### src/rtl/cnn_pool_pkg.sv
// Shared types and helpers for the stride-2 max-pooling engine.
package cnn_pool_pkg;

  typedef enum logic [1:0] {IDLE, READ, DRAIN, DONE} pool_state_e;

  localparam int unsigned MAX_DW = 64;

  function automatic int unsigned out_w(input int unsigned img_w);
    return img_w / 2;
  endfunction

  function automatic int unsigned out_h(input int unsigned img_h);
    return img_h / 2;
  endfunction

  // Returns 1 when b is strictly greater than a over the low w bits; operands are
  // shifted so their sign bit lands in the MSB, making one signed compare work for any w.
  function automatic logic max_sel(input logic [MAX_DW-1:0] a, input logic [MAX_DW-1:0] b,
                                   input int unsigned w, input logic is_signed);
    logic [MAX_DW-1:0] sa;
    logic [MAX_DW-1:0] sb;
    sa = a << (MAX_DW - w);
    sb = b << (MAX_DW - w);
    if (is_signed) return $signed(sb) > $signed(sa);
    return sb > sa;
  endfunction

endpackage

### src/rtl/maxpool_line_buf.sv
// One row of horizontal pair maxima, held until the matching odd row arrives.
module maxpool_line_buf #(
  parameter int unsigned DEPTH = 13,
  parameter int unsigned WIDTH = 128,
  parameter int unsigned IDX_W = 4
) (
  input  logic             clk,
  input  logic             we_i,
  input  logic [IDX_W-1:0] waddr_i,
  input  logic [WIDTH-1:0] wdata_i,
  input  logic [IDX_W-1:0] raddr_i,
  output logic [WIDTH-1:0] rdata_o
);

  logic [WIDTH-1:0] mem_q [DEPTH];

  always_ff @(posedge clk) begin
    if (we_i) mem_q[waddr_i] <= wdata_i;
  end

  assign rdata_o = mem_q[raddr_i];

endmodule

### src/rtl/maxpool2x2_stream.sv
// 2x2 stride-2 max-pooling engine: raster-reads a stored map, pools all channels
// in parallel and writes pooled pixels with their destination address.
module maxpool2x2_stream
  import cnn_pool_pkg::*;
#(
  parameter int unsigned DATA_W   = 16,
  parameter int unsigned CHANNELS = 8,
  parameter int unsigned IMG_W    = 26,
  parameter int unsigned IMG_H    = 26,
  parameter int unsigned SIGNED   = 1,
  parameter int unsigned ADDR_W   = 16
) (
  input  logic                         clk,
  input  logic                         rst,
  input  logic                         start,
  input  logic                         pause,
  output logic                         rd_en,
  output logic [ADDR_W-1:0]            rd_row,
  output logic [ADDR_W-1:0]            rd_col,
  input  logic [CHANNELS*DATA_W-1:0]   rd_data,
  output logic                         out_valid,
  output logic [ADDR_W-1:0]            out_row,
  output logic [ADDR_W-1:0]            out_col,
  output logic [CHANNELS*DATA_W-1:0]   out_data,
  output logic                         busy,
  output logic                         done,
  output logic                         done_early
);

  localparam int unsigned OW    = out_w(IMG_W);
  localparam int unsigned OH    = out_h(IMG_H);
  localparam int unsigned PW    = CHANNELS * DATA_W;
  localparam int unsigned IDX_W = (OW > 1) ? $clog2(OW) : 1;
  localparam bit          DE_EN = (OH >= 2);
  localparam logic [ADDR_W-1:0] LAST_COL  = ADDR_W'(IMG_W - 1);
  localparam logic [ADDR_W-1:0] LAST_ROW  = ADDR_W'(IMG_H - 1);
  localparam logic [ADDR_W-1:0] COL_LIM   = ADDR_W'(2 * OW);
  localparam logic [ADDR_W-1:0] ROW_LIM   = ADDR_W'(2 * OH);
  localparam logic [ADDR_W-1:0] DE_ROW    = ADDR_W'(DE_EN ? OH - 2 : 0);
  localparam logic [ADDR_W-1:0] LAST_OCOL = ADDR_W'(OW - 1);

  pool_state_e       state_q, state_d;
  logic [ADDR_W-1:0] row_q, row_d, col_q, col_d;
  logic              drain_q, drain_d;
  logic              issue;

  always_ff @(posedge clk or posedge rst) begin
    if (rst) begin
      state_q <= IDLE;
      row_q   <= '0;
      col_q   <= '0;
      drain_q <= 1'b0;
    end else begin
      state_q <= state_d;
      row_q   <= row_d;
      col_q   <= col_d;
      drain_q <= drain_d;
    end
  end

  always_comb begin
    state_d = state_q;
    row_d   = row_q;
    col_d   = col_q;
    drain_d = drain_q;
    issue   = 1'b0;
    unique case (state_q)
      IDLE: if (start) begin
        state_d = READ;
        row_d   = '0;
        col_d   = '0;
      end
      READ: if (!pause) begin
        issue = 1'b1;
        if (col_q == LAST_COL) begin
          col_d = '0;
          if (row_q == LAST_ROW) begin
            row_d   = '0;
            drain_d = 1'b0;
            state_d = DRAIN;
          end else begin
            row_d = row_q + 1'b1;
          end
        end else begin
          col_d = col_q + 1'b1;
        end
      end
      DRAIN: begin
        drain_d = 1'b1;
        if (drain_q) state_d = DONE;
      end
      DONE:    state_d = IDLE;
      default: state_d = IDLE;
    endcase
  end

  assign rd_en  = issue;
  assign rd_row = row_q;
  assign rd_col = col_q;
  assign busy   = (state_q == READ) || (state_q == DRAIN);
  assign done   = (state_q == DONE);

  // Tag stage: row/col of the read whose data is on rd_data this cycle.
  logic              v1_q;
  logic [ADDR_W-1:0] r1_q, c1_q;
  logic [PW-1:0]     hold_q, hmax, vmax, lb_rdata;
  logic              px_ok, lb_we, emit;
  logic [IDX_W-1:0]  lb_idx;
  logic              ov_q, de_q;
  logic [ADDR_W-1:0] orow_q, ocol_q;
  logic [PW-1:0]     od_q;

  assign px_ok  = v1_q && (c1_q < COL_LIM) && (r1_q < ROW_LIM);
  assign lb_idx = IDX_W'(c1_q >> 1);
  assign lb_we  = px_ok && c1_q[0] && !r1_q[0];
  assign emit   = px_ok && c1_q[0] && r1_q[0];

  for (genvar gi = 0; gi < CHANNELS; gi++) begin : g_ch
    logic [DATA_W-1:0] held, cur, prev, hm;
    assign held = hold_q[gi*DATA_W +: DATA_W];
    assign cur  = rd_data[gi*DATA_W +: DATA_W];
    assign prev = lb_rdata[gi*DATA_W +: DATA_W];
    assign hm   = max_sel(MAX_DW'(held), MAX_DW'(cur), DATA_W, SIGNED != 0) ? cur : held;
    assign hmax[gi*DATA_W +: DATA_W] = hm;
    assign vmax[gi*DATA_W +: DATA_W] =
      max_sel(MAX_DW'(prev), MAX_DW'(hm), DATA_W, SIGNED != 0) ? hm : prev;
  end

  maxpool_line_buf #(
    .DEPTH (OW),
    .WIDTH (PW),
    .IDX_W (IDX_W)
  ) u_line_buf (
    .clk     (clk),
    .we_i    (lb_we),
    .waddr_i (lb_idx),
    .wdata_i (hmax),
    .raddr_i (lb_idx),
    .rdata_o (lb_rdata)
  );

  always_ff @(posedge clk or posedge rst) begin
    if (rst) begin
      v1_q   <= 1'b0;
      r1_q   <= '0;
      c1_q   <= '0;
      hold_q <= '0;
      ov_q   <= 1'b0;
      de_q   <= 1'b0;
      orow_q <= '0;
      ocol_q <= '0;
      od_q   <= '0;
    end else begin
      v1_q <= issue;
      r1_q <= row_q;
      c1_q <= col_q;
      if (px_ok && !c1_q[0]) hold_q <= rd_data;
      ov_q <= emit;
      de_q <= emit && DE_EN && ((r1_q >> 1) == DE_ROW) && ((c1_q >> 1) == LAST_OCOL);
      if (emit) begin
        orow_q <= r1_q >> 1;
        ocol_q <= c1_q >> 1;
        od_q   <= vmax;
      end
    end
  end

  assign out_valid  = ov_q;
  assign out_row    = orow_q;
  assign out_col    = ocol_q;
  assign out_data   = od_q;
  assign done_early = de_q;

endmodule
### config.mk
export PLATFORM = sky130hd
export DESIGN_NAME = maxpool2x2_stream
export DESIGN_NICKNAME = d
export VERILOG_FILES = /design/src/rtl/cnn_pool_pkg.sv /design/src/rtl/maxpool_line_buf.sv /design/src/rtl/maxpool2x2_stream.sv
export SDC_FILE = /design/constraint.sdc
export NUM_CORES = 2
export LEC_CHECK = 0
export ABC_CLOCK_PERIOD_IN_PS = 36800
export CAP_MARGIN = 30
export CORE_ASPECT_RATIO = 1.25
export CORE_UTILIZATION = 66
export DETAILED_ROUTE_END_ITERATION = 6
export HOLD_SLACK_MARGIN = 0.03
export PLACE_DENSITY = 0.85
export SLEW_MARGIN = 25
export SYNTH_ARGS = -nofsm -noshare
export SYNTH_HDL_FRONTEND = slang
export SYNTH_HIERARCHICAL = 1
export SYNTH_SLANG_ARGS = --single-unit
export TNS_END_PERCENT = 30
### constraint.sdc
create_clock -name clk -period 36.8 [get_ports clk]
set_clock_uncertainty 0.2 [all_clocks]
set_input_delay 5.52 -clock clk [delete_from_list [all_inputs] [get_ports clk]]
set_output_delay 5.52 -clock clk [all_outputs]
set_load 0.05 [all_outputs]
**Word-level counts from Yosys, hierarchy flattened**

Memory sizes are Yosys's and may differ from the RTL's.
Index checks and enable logic that the tools add are counted.

- Memory bits (writable): 1664
- Memories: 1
- Output and inout bits: 197
- Flip-flop bits (word level): 356

Memories:

| name | depth | bits a word | read ports | clocked after memory_dff | wr ports | RTL line | source |
|---|---|---|---|---|---|---|---|
| u_line_buf.mem_q | 13 | 128 | 1 | 0 | 1 | maxpool_line_buf.sv:15 | `logic [WIDTH-1:0] mem_q [DEPTH];` |

- Reduce and logical (&&, ||, !) cells: 18
- Equal/unequal tests: 12
- Add/sub/neg operators: 2
- Mux-type cells: 38
- $lt $le $gt $ge: 18

Operator list:

| operator | count |
|---|---|
| $gt 64x64->1 | 16 |
| $mux 16 | 22 |
| $pmux 16 s2 | 2 |
| $add 16x1->16 const B | 2 |
| $eq 16x5->1 const B | 2 |
| $lt 16x5->1 const B | 2 |
| $eq 15x4->1 const B | 2 |
| $mux 2 | 5 |
| $ne 2x2->1 const B | 5 |
| $logic_and 1x1->1 | 8 |
| $pmux 2 s4 | 1 |
| $reduce_and 4->1 | 2 |
| $mux 1 | 7 |
| $reduce_and 5->1 | 1 |
| $eq 2x2->1 const B | 2 |
| $reduce_bool 2->1 | 2 |
| $reduce_and 3->1 | 1 |
| $eq 2x1->1 const B | 1 |
| $logic_not 1->1 | 2 |
| $logic_not 2->1 | 1 |
| $pmux 1 s2 | 1 |
| $logic_or 1x1->1 | 1 |

**Logic depth before layout (Yosys ltp)**

- Depth after elaboration: 7
- Gate-level depth with buffers: 21

**Modules after synthesis**

Netlist, hierarchy kept.

Modules (own cells, without submodules):

| module | times used | area each (sq um) | cells each | seq. area each (sq um) |
|---|---|---|---|---|
| maxpool_line_buf | 1 | 62304.8 | 2599 | 49967.9 |
| maxpool2x2_stream | 1 | 22763.1 | 2483 | 8908.5 |

**Least setup slack after synthesis**

Ideal clock, no wire load.

- Path kind: input to output
- Start point: in pause
- End point: out rd_en
- Buffers on the path: 0
- Stages: 1
- Setup slack: 24.891 ns
- Arrival: 6.189 ns
- Cell sequence: nor2_1

- Word-level cells in the longest chain between the ends: 2

Ends and longest elaborated chain:

| item | RTL line | source |
|---|---|---|
| start: declaration | maxpool2x2_stream.sv:16 | `input logic pause,` |
| $mux 1 | maxpool2x2_stream.sv:73 | `READ: if (!pause) begin` |
| $mux 1 | maxpool2x2_stream.sv:67 | `unique case (state_q)` |
| end: declaration | maxpool2x2_stream.sv:17 | `output logic rd_en,` |

No other way between the ends.

**Final worst setup path**

Same ends and word-level chain as after synthesis.

==> metrics.txt <==
number of hold violations in the final report=0; number of different library cells in the post-synthesis netlist=78; die extent in x=323 um; number of antenna violations at the first check in global routing=7; detail-routed net length per standard cell=30.4 um; pin count of the biggest net entering global routing=134; quantity of I/O buffers inserted on ports=326; first-pass GRT wire length=325000 um; cell type with the largest total area after synthesis=sky130_fd_sc_hd__edfxtp_1; source of the worst register-to-register timing path=c1_q[2]; Syn Area/Cell=16.7 sq um; buffers inserted by post-CTS timing repair=0; CP arrival=7.05 ns; top-count cell post-synth=sky130_fd_sc_hd__edfxtp_1; count of hold-fix buffers inserted at cts=0; Vias per Instance=6.97; total placed instance area=90000 sq um; CTS-repair resized insts=0; placer congestion estimate=0.872; drt drc=0; type of the worst min-delay path=reg2reg; Static Leak=34.4 nW; cell count after placement=6927; total non-filler cell area in the finished layout=96200 sq um; Clock Tree Root=sky130_fd_sc_hd__clkbuf_16; FF+latch count, synth=2020; TritonCTS clock tree=done; via count of the first global-routing pass=52300; Initial Util=66.8%; Post-synth EDFFs=1664; min cycle time layout=12.77 ns; io pins=329; clock-pin transition on the worst setup and hold timing paths=0.06 ns; final cell count without fillers=7281; Filler Cells Inserted=6787; transition time at the pin with the least slew margin=1.09 ns; final standard cell utilization of the core=75.6%; worst supply voltage drop on vdd=0.0707 mV; Netlist Area Pre-Place=85100 sq um; areal power density over the cells=90.4 nW/um^2; type of element capturing the critical path=output pin; final net count=5815; FF-to-FF setup slack=30.18 ns; Hold Startpoint=out_col[2]; top_reg_cell synth=sky130_fd_sc_hd__edfxtp_1; wirelength, routed=221000 um; startpoint kind of the worst setup timing path=input port; floorplan row count=146; worst setup path startpoint=pause; critical path start-end classification=in2out; critical path fanouts, max=3; slew margin rel.=27.2%; Max Cap Violations=0; Fin Setup TNS=0 ns; DIE AREA=130000 sq um; share of synthesized registers carrying an async set or reset=17.6%; sequential area share after synthesis=69.2%; end of the worst register-to-register path=out_data[43]; gr ovfl total=0; cts bufs inserted=185; total clock sinks=2020; Area Growth Syn to Fin=13.1%; WHS Endpoint=out_col[2]; number of endpoints failing setup at the final stage=0; hold path depth=2; Die H=403 um; endpoint required time on the critical path=31.08 ns; logic depth of the worst register-to-register path=14; Peak Freq=78.3 MHz; area share of the largest cell type after synthesis=58.7%; RSZ-0062 raised after global routing=false; number of buffers on the longest clock path=3; total routing usage reported by global routing=34.2%; first-iteration detailed-routing DRC count=6457; core area=127000 sq um; Clock Latency Late Sink=0.82 ns; cells taking the most area after synthesis=sky130_fd_sc_hd__edfxtp_1 59%, sky130_fd_sc_hd__dfrtp_1 10%, sky130_fd_sc_hd__mux4_2 10%, sky130_fd_sc_hd__ha_1 3.9%, sky130_fd_sc_hd__mux2i_1 1.8%; result of the run=completed; vias post-DR=50800; Routed Antenna Nets=0; H-Tree Depth=4; Final period util=34.7%; most frequent cells after synthesis=1664 x sky130_fd_sc_hd__edfxtp_1, 384 x sky130_fd_sc_hd__mux4_2, 356 x sky130_fd_sc_hd__dfrtp_1, 317 x sky130_fd_sc_hd__nand2_1, 308 x sky130_fd_sc_hd__inv_1; drt first pass iters=6; number of max-slew violations in the final report=0; HPWL after detailed placement=115000 um; synthesized netlist cell count=5082; Yosys warning total=6; share of cells above drive strength 1=15.9%
final cells by class:
cell class,count,area [sq um],area share (%)
Multi-Input combinational cell,2492,23800,24.8
Tap cell,1702,2130,2.21
Clock inverter,87,791,0.822
Clock buffer,258,5210,5.41
Sequential cell,2020,58900,61.2
Inverter,308,1170,1.21
Timing Repair Buffer,412,4170,4.34
Antenna cell,2,5.00,0.00520
worst max path at each step:
stage	end	slack, ns	depth (start not counted)
4_1_cts	rd_en	24.06	3
3_5_place_dp	rd_en	24.07	3
2_1_floorplan	c1_q[0]	21.20	1
6_report	rd_en	24.03	3
5_1_grt	rd_en	23.97	3
3_3_place_gp	rd_en	24.08	3
where the power goes:
group	leakage, nW	internal (mW)	switching (mW)	total [mW]
logic	12.2	1.23	2.30	3.53
clock network	2.90	1.08	0.842	1.92
registers	19.4	3.06	0.187	3.24
critical path: stages:
cell and delay, ns:
sky130_fd_sc_hd__clkdlybuf4s50_1 0.51, sky130_fd_sc_hd__nor2_1 0.18, sky130_fd_sc_hd__clkdlybuf4s50_1 0.83
cell usage in the layout, fill, tap and decap left out, drive strengths merged, types with 18 or more instances in the layout:
master,n
nand3,76
nand4,60
mux2i,149
dfrtp,356
buf,86
a21oi,245
nor3,34
a21o,51
o31ai,39
mux2,90
o22ai,129
o21ai,192
nor2b,23
a31o,31
nand2,317
and2,24
clkinv,56
a211oi,24
clkdlybuf4s50,326
ha,264
nor2,66
o21a,18
edfxtp,1664
inv,315
o211ai,63
mux4,384
clkbuf,258
and3,30
flip-flops by register name (all words and copies together), names as in the netlist:
signal,cells
out_col,15
rd_col,16
out_row,15
c1_q,16
drain_q,1
r1_q,16
out_valid,1
rd_row,16
out_data,128
v1_q,1
u_line_buf/mem_q,1664
hold_q,128
done_early,1
state_q,2
logic make-up after synthesis:
group,Yosys count,synth area share (%)
compound gates,891,6.66
xor+xnor,19,0.196
other cells,1,0.00441
mux,623,13.2
buf+inv,571,2.95
fa+ha+maj,264,3.88
simple gates,693,3.88
flops,2020,69.2
metrics by stage:
step / hold slack (ns) / setup slack, ns / power [mW]
after floorplan: 0.252 / 21.20 / 5.60
after global placement: 0.252 / 24.08 / 6.44
after detailed placement: 0.254 / 24.07 / 6.60
after CTS: 0.268 / 24.06 / 8.64
after global routing: 0.282 / 23.97 / 9.01
final: 0.274 / 24.03 / 8.69
layer usage:
| metal | vias up | share of wire [%] | global-route usage, % |
|---|---|---|---|
| li1 | 20700 | - | - |
| met1 | 25600 | 34 | 43.8 |
| met2 | 3809 | 50 | 57.1 |
| met3 | 754 | 10 | 6.07 |
| met4 | 10 | 4.8 | 16.2 |
| met5 | - | 0.030 | 0 |
No activity file was read; power rests on OpenSTA's default activity.
